$ cat src/rtl/c2_enc_pkg.sv
// Shared definitions for the encoder sn-buffer stages: default sample width,
// Q format, history depth, frame size and the shift FSM state encoding.
// Optional build macro: C2_SN_SHIFT_ZERO_FILL_EN (adds the zero-fill state).
package c2_enc_pkg;

    localparam int C2_N       = 32;   // sample word width
    localparam int C2_Q       = 16;   // fraction bits of the sample format
    localparam int C2_M_PITCH = 320;  // history buffer depth in samples
    localparam int C2_N_SAMP  = 80;   // samples per frame, i.e. shift distance
    localparam int C2_RD_LAT  = 2;    // default RAM read latency
    localparam int C2_ADDR_W  = 10;   // sn buffer RAM address width

    typedef enum logic [2:0] {
        ST_IDLE = 3'd0,
        ST_RD   = 3'd1,
        ST_WAIT = 3'd2,
        ST_WR   = 3'd3,
`ifdef C2_SN_SHIFT_ZERO_FILL_EN
        ST_ZF   = 3'd4,
`endif
        ST_DONE = 3'd5
    } state_t;

    // Buffer address of sample index plus an offset; callers keep the sum
    // inside the buffer so the result never wraps.
    function automatic logic [C2_ADDR_W-1:0] sn_addr(
        input logic [C2_ADDR_W-1:0] idx,
        input logic [C2_ADDR_W-1:0] offs
    );
        return idx + offs;
    endfunction

endpackage

$ cat src/rtl/c2_sn_shift_if.sv
// Control handshake and sn buffer RAM port of the history shift stage.
// master: the shift engine (drives the RAM port, reports busy/done).
// slave : the sequencer/RAM side (drives start, returns read data).
interface c2_sn_shift_if #(
    parameter int N = c2_enc_pkg::C2_N
);

    logic                             start;
    logic                             busy;
    logic                             done;
    logic [c2_enc_pkg::C2_ADDR_W-1:0] ram_addr;
    logic [N-1:0]                     ram_wdata;
    logic                             ram_re;
    logic                             ram_we;
    logic [N-1:0]                     ram_rdata;

    modport master (
        input  start,
        input  ram_rdata,
        output busy,
        output done,
        output ram_addr,
        output ram_wdata,
        output ram_re,
        output ram_we
    );

    modport slave (
        output start,
        output ram_rdata,
        input  busy,
        input  done,
        input  ram_addr,
        input  ram_wdata,
        input  ram_re,
        input  ram_we
    );

endinterface

$ cat src/rtl/c2_sn_shift.sv
// sn history shift: copies sn[i+N_SAMP] -> sn[i] for ascending i so the top
// N_SAMP slots are free for the next frame. One read-wait-write sequence per
// sample (2+RD_LAT cycles). All interface outputs come straight from flops.
// Optional build macro: C2_SN_SHIFT_ZERO_FILL_EN -- when defined, the top
// N_SAMP slots are cleared to zero after the copy; otherwise left untouched.
module c2_sn_shift
    import c2_enc_pkg::*;
#(
    parameter int N       = C2_N,
    parameter int M_PITCH = C2_M_PITCH,
    parameter int N_SAMP  = C2_N_SAMP,
    parameter int RD_LAT  = C2_RD_LAT
) (
    input  logic          clk,
    input  logic          rst,
    c2_sn_shift_if.master bus
);

    localparam int AW = C2_ADDR_W;

    // Index of the last copied sample, last zero-filled slot, shift offset
    // and final wait-counter value (the counter runs 0..RD_LAT-1).
    localparam logic [AW-1:0] LAST_COPY = AW'(M_PITCH - N_SAMP - 1);
    localparam logic [AW-1:0] LAST_SLOT = AW'(M_PITCH - 1);
    localparam logic [AW-1:0] SHIFT_OFS = AW'(N_SAMP);
    localparam logic [2:0]    WAIT_LAST = 3'(RD_LAT - 1);

    state_t          state_q, state_d;
    logic [AW-1:0]   i_q,     i_d;
    logic [2:0]      cnt_q,   cnt_d;
    logic            busy_q,  busy_d;
    logic            done_q,  done_d;
    logic            re_q,    re_d;
    logic            we_q,    we_d;
    logic [AW-1:0]   addr_q,  addr_d;
    logic [N-1:0]    wdata_q, wdata_d;

    // Next state, then outputs decoded from the next state so that every
    // output flop already matches the state it is registered alongside.
    always_comb begin
        state_d = state_q;
        i_d     = i_q;
        cnt_d   = cnt_q;
        addr_d  = addr_q;
        wdata_d = wdata_q;

        case (state_q)
            ST_IDLE: begin
                if (bus.start) begin
                    state_d = ST_RD;
                    i_d     = '0;
                end
            end
            ST_RD: begin
                state_d = ST_WAIT;
                cnt_d   = '0;
            end
            ST_WAIT: begin
                if (cnt_q == WAIT_LAST) begin
                    // read data is valid on the final wait edge; the write
                    // data register doubles as the capture register
                    state_d = ST_WR;
                    cnt_d   = '0;
                    wdata_d = bus.ram_rdata;
                end else begin
                    cnt_d = cnt_q + 3'd1;
                end
            end
            ST_WR: begin
                i_d = i_q + AW'(1);
                if (i_q == LAST_COPY) begin
`ifdef C2_SN_SHIFT_ZERO_FILL_EN
                    state_d = ST_ZF;
`else
                    state_d = ST_DONE;
`endif
                end else begin
                    state_d = ST_RD;
                end
            end
`ifdef C2_SN_SHIFT_ZERO_FILL_EN
            ST_ZF: begin
                // i continues from M_PITCH-N_SAMP up through the last slot
                i_d = i_q + AW'(1);
                if (i_q == LAST_SLOT) begin
                    state_d = ST_DONE;
                end
            end
`endif
            ST_DONE: begin
                // a start still held from the request must drop before
                // another shift can be accepted
                if (!bus.start) begin
                    state_d = ST_IDLE;
                end
            end
            default: begin
                state_d = ST_IDLE;
            end
        endcase

        busy_d = 1'b0;
        done_d = 1'b0;
        re_d   = 1'b0;
        we_d   = 1'b0;

        case (state_d)
            ST_RD: begin
                busy_d = 1'b1;
                re_d   = 1'b1;
                addr_d = sn_addr(i_d, SHIFT_OFS);
            end
            ST_WAIT: begin
                busy_d = 1'b1;
                re_d   = 1'b1;
            end
            ST_WR: begin
                busy_d = 1'b1;
                we_d   = 1'b1;
                addr_d = i_d;
            end
`ifdef C2_SN_SHIFT_ZERO_FILL_EN
            ST_ZF: begin
                busy_d  = 1'b1;
                we_d    = 1'b1;
                addr_d  = i_d;
                wdata_d = '0;
            end
`endif
            ST_DONE: begin
                done_d = 1'b1;
            end
            default: begin
                busy_d = 1'b0;
            end
        endcase
    end

    // State, index, wait counter and registered outputs; reset aborts any
    // shift in progress and silences the RAM port on the next edge.
    always_ff @(posedge clk) begin
        if (rst) begin
            state_q <= ST_IDLE;
            i_q     <= '0;
            cnt_q   <= '0;
            busy_q  <= 1'b0;
            done_q  <= 1'b0;
            re_q    <= 1'b0;
            we_q    <= 1'b0;
            addr_q  <= '0;
            wdata_q <= '0;
        end else begin
            state_q <= state_d;
            i_q     <= i_d;
            cnt_q   <= cnt_d;
            busy_q  <= busy_d;
            done_q  <= done_d;
            re_q    <= re_d;
            we_q    <= we_d;
            addr_q  <= addr_d;
            wdata_q <= wdata_d;
        end
    end

    assign bus.busy      = busy_q;
    assign bus.done      = done_q;
    assign bus.ram_re    = re_q;
    assign bus.ram_we    = we_q;
    assign bus.ram_addr  = addr_q;
    assign bus.ram_wdata = wdata_q;

endmodule

$ cat src/flat_wrapper.sv
// flat-port wrapper written by rule: the top's interface ports become plain ports
module c2_sn_shift_flat import c2_enc_pkg::*;
#(
    parameter int N       = C2_N,
    parameter int M_PITCH = C2_M_PITCH,
    parameter int N_SAMP  = C2_N_SAMP,
    parameter int RD_LAT  = C2_RD_LAT
)
  (clk, rst, bus_start, bus_ram_rdata, bus_busy, bus_done, bus_ram_addr, bus_ram_wdata, bus_ram_re, bus_ram_we);
  c2_sn_shift_if #(.N(N)) bus_i ();
  input  logic clk;
  input  logic rst;
  input wire logic [$bits(bus_i.start)-1:0] bus_start;
  input wire logic [$bits(bus_i.ram_rdata)-1:0] bus_ram_rdata;
  output wire logic [$bits(bus_i.busy)-1:0] bus_busy;
  output wire logic [$bits(bus_i.done)-1:0] bus_done;
  output wire logic [$bits(bus_i.ram_addr)-1:0] bus_ram_addr;
  output wire logic [$bits(bus_i.ram_wdata)-1:0] bus_ram_wdata;
  output wire logic [$bits(bus_i.ram_re)-1:0] bus_ram_re;
  output wire logic [$bits(bus_i.ram_we)-1:0] bus_ram_we;
  assign bus_i.start = bus_start;
  assign bus_i.ram_rdata = bus_ram_rdata;
  assign bus_busy = bus_i.busy;
  assign bus_done = bus_i.done;
  assign bus_ram_addr = bus_i.ram_addr;
  assign bus_ram_wdata = bus_i.ram_wdata;
  assign bus_ram_re = bus_i.ram_re;
  assign bus_ram_we = bus_i.ram_we;
  c2_sn_shift #(.N(N), .M_PITCH(M_PITCH), .N_SAMP(N_SAMP), .RD_LAT(RD_LAT)) u_core (.clk(clk), .rst(rst), .bus(bus_i));
endmodule
$ cat config.mk
export PLATFORM = sky130hd
export DESIGN_NAME = c2_sn_shift_flat
export DESIGN_NICKNAME = d
export VERILOG_FILES = /design/src/rtl/c2_enc_pkg.sv /design/src/rtl/c2_sn_shift_if.sv /design/src/rtl/c2_sn_shift.sv /design/src/flat_wrapper.sv
export SDC_FILE = /design/constraint.sdc
export NUM_CORES = 1
export LEC_CHECK = 0
export CORE_MARGIN = 2
export CORE_UTILIZATION = 50
export CTS_CLUSTER_SIZE = 16
export DETAILED_ROUTE_END_ITERATION = 7
export GPL_TIMING_DRIVEN = 0
export PLACE_DENSITY = 0.81
export SLEW_MARGIN = 25
export SYNTH_ARGS = -nofsm -noshare
export SYNTH_HDL_FRONTEND = slang
export SYNTH_SLANG_ARGS = --single-unit
export TNS_END_PERCENT = 100
$ cat constraint.sdc
create_clock -name clk -period 4.2 [get_ports clk]
set_input_delay 1.05 -clock clk [delete_from_list [all_inputs] [get_ports clk]]
set_output_delay 1.05 -clock clk [all_outputs]
set_load 0.1 [all_outputs]
Word level (Yosys, flattened, before mapping)
Index checks and enable logic that the tools add are counted.

word-level totals
  register bits = 62
  output and inout port bits = 46

operators by class
  add/subtract/negate cells = 3
  equality and inequality tests = 10
  mux-type cells = 14
  reductions and logical operators = 6

operator list
  kind                                            count
  one-hot mux 10 bit (2 select lines)             2
  two-way mux 3 bit                               5
  one-hot mux 3 bit (5 select lines)              1
  == test 3 x 2 -> 1 bit, second input constant   4
  adder 10 x 1 -> 10 bit, second input constant   1
  adder 10 x 7 -> 10 bit, second input constant   1
  == test 10 x 8 -> 1 bit, second input constant  1
  two-way mux 10 bit                              1
  == test 3 x 1 -> 1 bit, second input constant   3
  == test 3 bit, second input constant            2
  one-hot mux 3 bit (2 select lines)              1
  two-way mux 1 bit                               4
  nonzero test 2 bit                              2
  adder 3 x 1 -> 3 bit, second input constant     1
  zero test 3 bit                                 1
  OR reduction 3 bit                              1
  AND reduction 2 bit                             1
  OR reduction 2 bit                              1

Logic depth before layout (Yosys ltp)
Gate-level depths: netlist of run 1.

  word-level depth = 6
  depth in mapped cells = 8
  depth with buffers taken out = 7

Worst setup path after synthesis of run 1
OpenSTA, ideal clock, no wires.

  kind = in2reg
  from = in bus_start
  to = reg u_core.addr_q[7], in the netlist u_core.bus.ram_addr[7]
  setup time = 0.096 ns
  arrival time = 2.289 ns
  required time = 4.104 ns
  setup slack = 1.816 ns
  stages = 5
  path buffers = 0
  cell sequence = or4b_1 -> o211a_1 -> a311oi_2 -> a211oi_2 -> o41ai_2

between the ends
  word-level cells in the longest chain between the ends = 4
  elaborated cells between the ends (all ways) = 10
  those cells by class = 1 x add/sub; 2 x eq/ne; 6 x mux; 1 x reduce/logical

ends and longest elaborated chain
  element                                                                                    line                source
  start, declared                                                                            flat_wrapper.sv:13  input wire logic [$bits(bus_i.start)-1:0] bus_start;
  two-way mux 10 bit, or another cell as far along                                           c2_sn_shift.sv:49   if (bus.start) begin
  one-hot mux 10 bit (2 select lines) or one-hot mux 3 bit (5 select lines) (tied branches)  c2_sn_shift.sv:47   case (state_q)
  adder 10 x 7 -> 10 bit, or another cell as far along                                       c2_enc_pkg.sv:30    return idx + offs;
  one-hot mux 10 bit (2 select lines) or nonzero test 2 bit (tied branches)                  n/a
  end signal, assigned                                                                       c2_sn_shift.sv:160  addr_q <= addr_d;
  end, declared                                                                              c2_sn_shift.sv:35   logic [AW-1:0] addr_q, addr_d;

Several ways; a longest one is shown, not always the timed one.
A chain may end at the register's enable or synchronous reset.

Worst setup path in the final report of run 1
  from = reg u_core.wdata_q[27], in the netlist u_core.bus.ram_wdata[27]
  to = out bus_ram_wdata[27]

RTL lines
  element                 line                source
  start, declared         c2_sn_shift.sv:36   logic [N-1:0] wdata_q, wdata_d;
  start signal, assigned  c2_sn_shift.sv:161  wdata_q <= wdata_d;
  end, declared           flat_wrapper.sv:18  output wire logic [$bits(bus_i.ram_wdata)-1:0] bus_ram_wdata;

No word-level cell between the ends.

==> flow_summary.ini, run 1 <==
[sta]
worstMarginPinSlew_ns = 1.01
rsz0062_at_grt = no
maxSlewHeadroom = 0.324
fin_crit_ns = 2.88
min_period_over_period = 0.685
setup_viol = 0
skew_ns = 0.00378
fmax_mhz = 348
setup_tns_ns = 0
slew_viol_final = 0
fin_ws_ns = 1.32
hold_violations = 0

[yosys]
synthArstFlopShare = 0
mappedNetlistNets = 356
synth_top_cells_by_area = dfxtp_1 (46%), nand2_1 (10%), a21oi_1 (8.9%)
synth_area_leader_cell = dfxtp_1
synth_edf_count = 0
synthFlopType = dfxtp_1
syn_inst = 320
netlist.area_leader.share = 0.458
netlist_area_mm2 = 0.00271
yosysMostFrequentCell = nand2_1
synth_warnings = 0
ys_seq_area_frac = 0.458
syn_area_per_cell_um2 = 8.47
yosys-top-cells-count = nand2_1 (73), dfxtp_1 (62), a21oi_1 (48)
synth.distinct_cells = 61
ys_ff_latch = 62

[routing]
vias = 2586
route.detailed.drc = 0
avgViaCountPerCell = 5.32
drt_pass1_iterations = 5
wl_per_cell_um = 14.3
antenna_left = 0
routed_wl_um = 6960
drtIter0Drc = 140

[final_layout]
final_nets = 447
post-route-util = 0.732
drive_gt1_frac = 0.106
num_antenna_cells = 0
area.growth.synth_to_final_pct = 39.6

[clocking]
htree_levels = 3
clkTransAtPathRegs_ns = 0.07
cts.sink_count = 62
worstSkewPairLatency_ns = 0.33
cts_buffer_depth = 2
cts_setup_buffers = 0
holdBufCountCts = 0
cts_resized = 0
cts-root-buf = clkbuf_8
cts_tree = yes
cts_buffers = 9

[setup_path]
start_kind = register
crit_chain = clkdlybuf4s50_1
crit_fanout = 2
reg2reg_depth = 7
r2r_slack_ns = 2.11
crit_buf_inv = 1
critPathMaxStageDelay_ns = 1.15
required_ns = 3.15
endpoint_kind = primary output
crit_cells = 1
critical_path_class = reg -> out
critPathSlowestCell = clkdlybuf4s50_1
path_delay_family = buffers and inverters
worstPathArrival_ns = 1.83

[place]
dp_slack_ns = 1.03
port_buffers = 80
dp.final_hpwl_um = 5090
place.gp.congestion = 0.908

[power_and_ir_drop]
ir_drop_mv = 0.220
power_per_cell_area_mw_per_mm2 = 358
p_leak_nw = 1.34
total_power_mw = 1.36

[floorplan]
core_mm2 = 0.00517
rows = 26
die-area_mm2 = 0.00603
ioPinCount = 81
dieWidth_um = 77.6
start_util = 0.524
die_h_um = 77.6

[worst_hold_path]
hold_depth = 2
hold_class = reg -> reg

[outcome]
status = completed

[grt]
grt_pass1_vias = 2385
gr-total-overflow = 0
grt_start_max_net_pins = 11
antenna_found_initial = 0
grt_pass1_wl_um = 11300
grt_use_total = 0.241

[flow_run]
cap_violations = 0
## registers in the layout, indices dropped and copies added, names as in the netlist
signal / cells
u_core.state_q: 3
u_core.cnt_q: 3
u_core.i_q: 10
u_core.bus.ram_wdata: 32
u_core.bus.done: 1
u_core.bus.ram_addr: 10
u_core.bus.ram_we: 1
u_core.bus.busy: 1
u_core.bus.ram_re: 1
## power by group
group	total (mW)	internal, mW	switching [mW]
Combinational	0.250	0.0867	0.163
Clock	0.490	0.261	0.230
Sequential	0.615	0.604	0.0111
Total	1.36	0.951	0.404
## cell families after synthesis
logic type,share of synthesized area
simple gates,0.284
compound gates,0.174
flops,0.458
buf+inv,0.0498
xor+xnor,0.0162
mux,0.0129
fa+ha+maj,0.00461
## per-layer routing
| layer | global-route usage | part of all wire | vias to the layer above | routed length (um) |
|---|---|---|---|---|
| met4 | 0.138 | 0.025 | 0 | 173 |
| met3 | 0.0360 | 0.044 | 14 | 309 |
| met5 | 0 | 0 | - | 0 |
| li1 | - | - | 1293 | - |
| met1 | 0.308 | 0.44 | 1207 | 3060 |
| met2 | 0.389 | 0.49 | 72 | 3420 |
## placed cells by master (no fill, tap or decap), types with 2 or more instances in the layout
cell	instances
xnor2_1	4
a21o_1	2
nor2b_1	3
nor3_1	8
mux2i_1	2
nand3b_1	3
a211oi_1	4
nand3_1	7
clkdlybuf4s50_1	80
buf_2	2
clkbuf_1	13
or3_1	2
buf_6	2
o21ai_0	4
nor2_1	30
clkbuf_8	13
nand2b_1	2
nand2_1	73
nand4_1	4
a21oi_1	48
clkinv_2	2
nor4_2	2
dfxtp_1	62
a31oi_1	3
buf_4	2
## path summary, 6_finish.rpt
| check | end | start |
|---|---|---|
| max | bus_ram_wdata[27] | u_core.bus.ram_wdata[27] |
| min | u_core.bus.ram_wdata[3] | u_core.bus.ram_wdata[3] |
| max reg2reg | u_core.bus.ram_addr[9] | u_core.i_q[0] |
| min reg2reg | u_core.bus.ram_wdata[3] | u_core.bus.ram_wdata[3] |
## per-stage QoR
stage / area [um^2] / std cells / hold WS (ns)
after floorplan: 2710 / 320 / 0.509
after global placement: 3600 / 470 / 0.441
after detailed placement: 3600 / 470 / 0.447
after CTS: 3790 / 486 / 0.456
after global routing: 3790 / 486 / 0.479
final: 3790 / 486 / 0.454
## layout make-up
type | count | area, um^2
Clock inverter | 3 | 17.5
Inverter | 1 | 3.75
Multi-Input combinational cell | 236 | 1340
Timing Repair Buffer | 80 | 801
Fill cell | 393 | 1390
Tap cell | 70 | 87.6
Clock buffer | 13 | 169
Buffer | 21 | 131
Sequential cell | 62 | 1240
Note: power is estimated with default switching activity, not from simulation.
==> run 2: changes to the inputs <==
Settings changed: CORE_UTILIZATION 50 to 47, PLACE_DENSITY 0.81 to 0.77.
Clock period 4.2 ns to 3 ns, I/O delays scaled along.
==> run 2 against run 1 <==
Net effect: first-iteration DRC count is 21% higher; sequential power is 40% higher; worst hold slack worse by 0.00093 ns; non-clock buffer count stayed put; worst setup slack worse by 0.90 ns; highest routed layer unchanged; power is 43% higher; register-to-register slack worse by 1.2 ns; combinational power is 40% higher; clock-buffer cell count is 3 lower.
==> flow_summary.ini, run 2 (synthesized netlist as in run 1, its figures left out) <==
[final_layout]
multi_input_comb_area_mm2 = 0.00134
layout_commonest_cell = clkdlybuf4s50_1
largest_register_ff_count = 32
drive_gt1_frac = 0.108
post-route-util = 0.686
ff_latch_area_mm2 = 0.00124
fillers = 459
num_antenna_cells = 0
final_cell_mix = clkdlybuf4s50_1 (80), nand2_1 (73), dfxtp_1 (62)
final_cells = 488
final_nets = 447
area.growth.synth_to_final_pct = 40.2

[setup_path]
required_ns = 2.25
critPathSlowestCell = clkdlybuf4s50_1
crit_fanout = 2
crit_buf_inv = 1
rr_startpoint = u_core.i_q[0]
crit_cells = 1
start_kind = register
crit_chain = clkdlybuf4s50_1
critPathLaunch = u_core.bus.ram_wdata[12]
critical_path_class = reg -> out
path_delay_family = buffers and inverters
endpoint_kind = primary output
reg2reg_depth = 6
critPathMaxStageDelay_ns = 1.14
worstPathArrival_ns = 1.82

[place]
dp_slack_ns = 0.142
port_buffers = 80
dp.final_hpwl_um = 4980
place_inst = 472
place.gp.congestion = 0.889

[worst_hold_path]
min_from = u_core.bus.ram_wdata[3]
hold_class = reg -> reg
hold_depth = 2

[clocking]
cts_resized = 0
cts-root-buf = clkbuf_8
cts.sink_count = 62
htree_levels = 3
worstSkewPairLatency_ns = 0.34
holdBufCountCts = 0
cts_tree = yes
cts_buffers = 9
cts_buffer_depth = 2
clkTransAtPathRegs_ns = 0.07
cts_setup_buffers = 0

[routing]
routed_wl_um = 6820
antenna_left = 0
vias = 2541
drt_pass1_iterations = 4
wl_per_cell_um = 14.0
avgViaCountPerCell = 5.21
route.detailed.drc = 0
drtIter0Drc = 170

[grt]
gr-total-overflow = 0
grt_start_max_net_pins = 12
grt_use_total = 0.224
grt_pass1_vias = 2352
grt_pass1_wl_um = 11100
antenna_found_initial = 0

[floorplan]
ioPinCount = 81
core_mm2 = 0.00554
die-area_mm2 = 0.00639
dieWidth_um = 80.0
start_util = 0.489
die_h_um = 80.0
rows = 27

[sta]
hold_violations = 0
skew_ns = 0.00936
worstMarginPinSlew_ns = 1.03
rsz0062_at_grt = no
fin_ws_ns = 0.427
fmax_mhz = 389
slew_viol_final = 0
fin_crit_ns = 2.57
maxSlewHeadroom = 0.309
holdWs_ns = 0.453
min_period_over_period = 0.858
setup_viol = 0
setup_tns_ns = 0

[flow_run]
cap_violations = 0

[power_and_ir_drop]
p_leak_nw = 1.35
ir_drop_mv = 0.334
power_per_cell_area_mw_per_mm2 = 509

[outcome]
status = completed
-- run 2: cell types whose count changed in the layout (fill, tap and decap cells not counted), sizes merged --
cell / previous run / this run
clkbuf: 27 / 24
clkinv: 2 / 4
bufinv: 0 / 1
-- run 2: stage by stage --
stage          power (mW)  instance area [um^2]
4_1_cts              1.95                  3800
3_5_place_dp         1.23                  3600
3_3_place_gp         1.23                  3600
2_1_floorplan        1.12                  2710
5_1_grt              2.02                  3800
6_report             1.94                  3800
-- run 2: area by class of cell --
cell class                      instances  share of cell area
Buffer                                 21              0.0346
Clock buffer                           10              0.0362
Clock inverter                          6              0.0161
Inverter                                1            0.000987
Multi-Input combinational cell        236               0.351
Sequential cell                        62               0.327
Tap cell                               72              0.0237
Timing Repair Buffer                   80               0.211
-- run 2: final timing paths --
check / end / slack (ns)
worst max-delay path: bus_ram_wdata[12] / 0.43
worst min-delay path: u_core.bus.ram_wdata[3] / 0.45
worst max register to register: u_core.bus.ram_addr[8] / 0.91
worst min register to register: u_core.bus.ram_wdata[3] / 0.45
-- run 2: routing by layer --
| metal | track usage | part of all wire | vias to the layer above |
|---|---|---|---|
| li1 | - | - | 1290 |
| met1 | 0.294 | 0.44 | 1168 |
| met3 | 0.0498 | 0.062 | 10 |
| met4 | 0.0915 | 0.019 | 0 |
| met2 | 0.357 | 0.48 | 73 |
| met5 | 0 | 0 | - |
-- run 2: report_power, final --
| group | internal [mW] | total (mW) | switching (mW) |
|---|---|---|---|
| clock network | 0.403 | 0.724 | 0.322 |
| logic | 0.121 | 0.351 | 0.230 |
| registers | 0.845 | 0.860 | 0.0154 |
| total | 1.37 | 1.94 | 0.567 |
==> run 3: changes to the inputs <==
Settings changed: CORE_UTILIZATION 47 to 40, PLACE_DENSITY 0.77 to 0.67, SLEW_MARGIN 25 to unset.
==> run 3 against run 2 <==
Net effect: cell count grew 1.6%; via count is 0.47% higher; clock-buffer cell count unchanged; combinational power about the same; largest cell class unchanged; wire length rose by 2.1%; register-to-register slack lost 0.05 ns; critical path type unchanged; first-iteration DRC count grew 0.59%; largest power group unchanged; clock power grew 1%; highest routed layer unchanged.
==> flow_summary.ini, run 3 (synthesized netlist as in run 1, its figures left out) <==
[sta]
setup_viol = 0
setup_tns_ns = 0
fin_ws_ns = 0.414
fin_crit_ns = 2.59
maxSlewHeadroom = 0.310
slew_viol_final = 0
min_period_over_period = 0.862
fmax_mhz = 387
skew_ns = 0.0102
worstMarginPinSlew_ns = 1.03
rsz0062_at_grt = no
hold_violations = 0

[floorplan]
core_mm2 = 0.00668
die_h_um = 86.3
die-area_mm2 = 0.00745
start_util = 0.406
dieWidth_um = 86.3
ioPinCount = 81
rows = 30

[final_layout]
final_cell_mix = clkdlybuf4s50_1 (80), nand2_1 (73), dfxtp_1 (62)
ff_latch_area_mm2 = 0.00124
layout_commonest_cell = clkdlybuf4s50_1
final_nets = 447
largest_register_ff_count = 32
area.growth.synth_to_final_pct = 40.6
num_antenna_cells = 0
drive_gt1_frac = 0.108
multi_input_comb_area_mm2 = 0.00134
fillers = 627

[power_and_ir_drop]
seqPwrFrac = 0.442
ir_drop_mv = 0.256
clock_power_share = 0.377
p_leak_nw = 1.35
p_comb_frac = 0.181
p_sw_mw = 0.578
cellInternalPower_mw = 1.37
power_per_cell_area_mw_per_mm2 = 511
switching_share = 0.297
total_power_mw = 1.95

[routing]
vias = 2553
drtIter0Drc = 171
avgViaCountPerCell = 5.15
route.detailed.drc = 0
wl_per_cell_um = 14.0
antenna_left = 0
drt_pass1_iterations = 4
routed_wl_um = 6970

[grt]
grt_pass1_vias = 2323
antenna_found_initial = 0
grt_use_total = 0.192
grt_start_max_net_pins = 12
grt_pass1_wl_um = 11200
gr-usage-met1 = 0.252
grt.busiest_layer = met2
gr-usage-met2 = 0.295
met3_usage = 0.0457
gr-total-overflow = 0

[outcome]
status = completed

[setup_path]
endpoint_kind = primary output
critPathMaxStageDelay_ns = 1.16
crit_chain = clkdlybuf4s50_1
worstPathArrival_ns = 1.84
path_delay_family = buffers and inverters
critPathSlowestCell = clkdlybuf4s50_1
crit_buf_inv = 1
start_kind = register
critical_path_class = reg -> out
crit_fanout = 2
required_ns = 2.25

[clocking]
htree_levels = 3
holdBufCountCts = 0
cts-root-buf = clkbuf_8
clkTransAtPathRegs_ns = 0.06
cts_buffer_depth = 2
worstSkewPairLatency_ns = 0.34
cts_setup_buffers = 0
cts_tree = yes
cts_resized = 0
cts_buffers = 9
cts.sink_count = 62

[place]
dp_slack_ns = 0.0930
dp.final_hpwl_um = 4990
port_buffers = 80
place.gp.congestion = 0.877

[flow_run]
cap_violations = 0

[worst_hold_path]
hold_class = reg -> reg
run 3: cell counts in the layout (fill, tap and decap cells not counted):
Identical to the previous run, type by type.
run 3: power by group through the flow:
| stage | Combinational (mW) | Sequential, mW | Clock [mW] |
|---|---|---|---|
| after floorplan | 0.119 | 0.998 | 0 |
| after global placement | 0.349 | 0.878 | 0 |
| after detailed placement | 0.351 | 0.879 | 0 |
| after CTS | 0.352 | 0.860 | 0.754 |
| after global routing | 0.374 | 0.862 | 0.791 |
| final | 0.353 | 0.860 | 0.734 |
run 3: final timing paths:
| path | startpoint | to | slack [ns] | cells after the start |
|---|---|---|---|---|
| min reg2reg | u_core.bus.ram_wdata[1] | u_core.bus.ram_wdata[1] | 0.45 | 2 |
| max reg2reg | u_core.state_q[0] | u_core.bus.ram_addr[9] | 0.86 | 7 |
| min | u_core.bus.ram_wdata[1] | u_core.bus.ram_wdata[1] | 0.45 | 2 |
| max | u_core.bus.ram_wdata[17] | bus_ram_wdata[17] | 0.41 | 1 |
run 3: cell type report:
cell class / instances / share of cell area
well taps: 80 / 0.0263
inverters: 1 / 0.000985
flip-flops and latches: 62 / 0.326
clock buffers: 10 / 0.0361
repair buffers: 80 / 0.210
multi-input cells: 236 / 0.350
plain buffers: 21 / 0.0345
clock inverters: 6 / 0.0161
run 3: worst min-delay path: cells and delay by family, from the launching register on:
kind	cells	cell delay, ns
AO/OA/AOI/OAI	1	0.05
flip-flops	1	0.31
AND/OR/NAND/NOR	1	0.05
run 3: metal layers:
| layer | up-vias | share of wire |
|---|---|---|
| li1 | 1293 | - |
| met1 | 1182 | 0.46 |
| met2 | 63 | 0.46 |
| met3 | 15 | 0.046 |
| met4 | 0 | 0.028 |
| met5 | - | 0 |
run 3: per-stage QoR:
stage | instances | utilization | hold slack (ns) | instance area (um^2)
3_3_place_gp | 480 | 0.541 | 0.441 | 3610
5_1_grt | 496 | 0.570 | 0.473 | 3810
2_1_floorplan | 320 | - | 0.509 | 2710
3_5_place_dp | 480 | 0.541 | 0.446 | 3610
4_1_cts | 496 | 0.570 | 0.455 | 3810
6_report | 496 | 0.570 | 0.453 | 3810
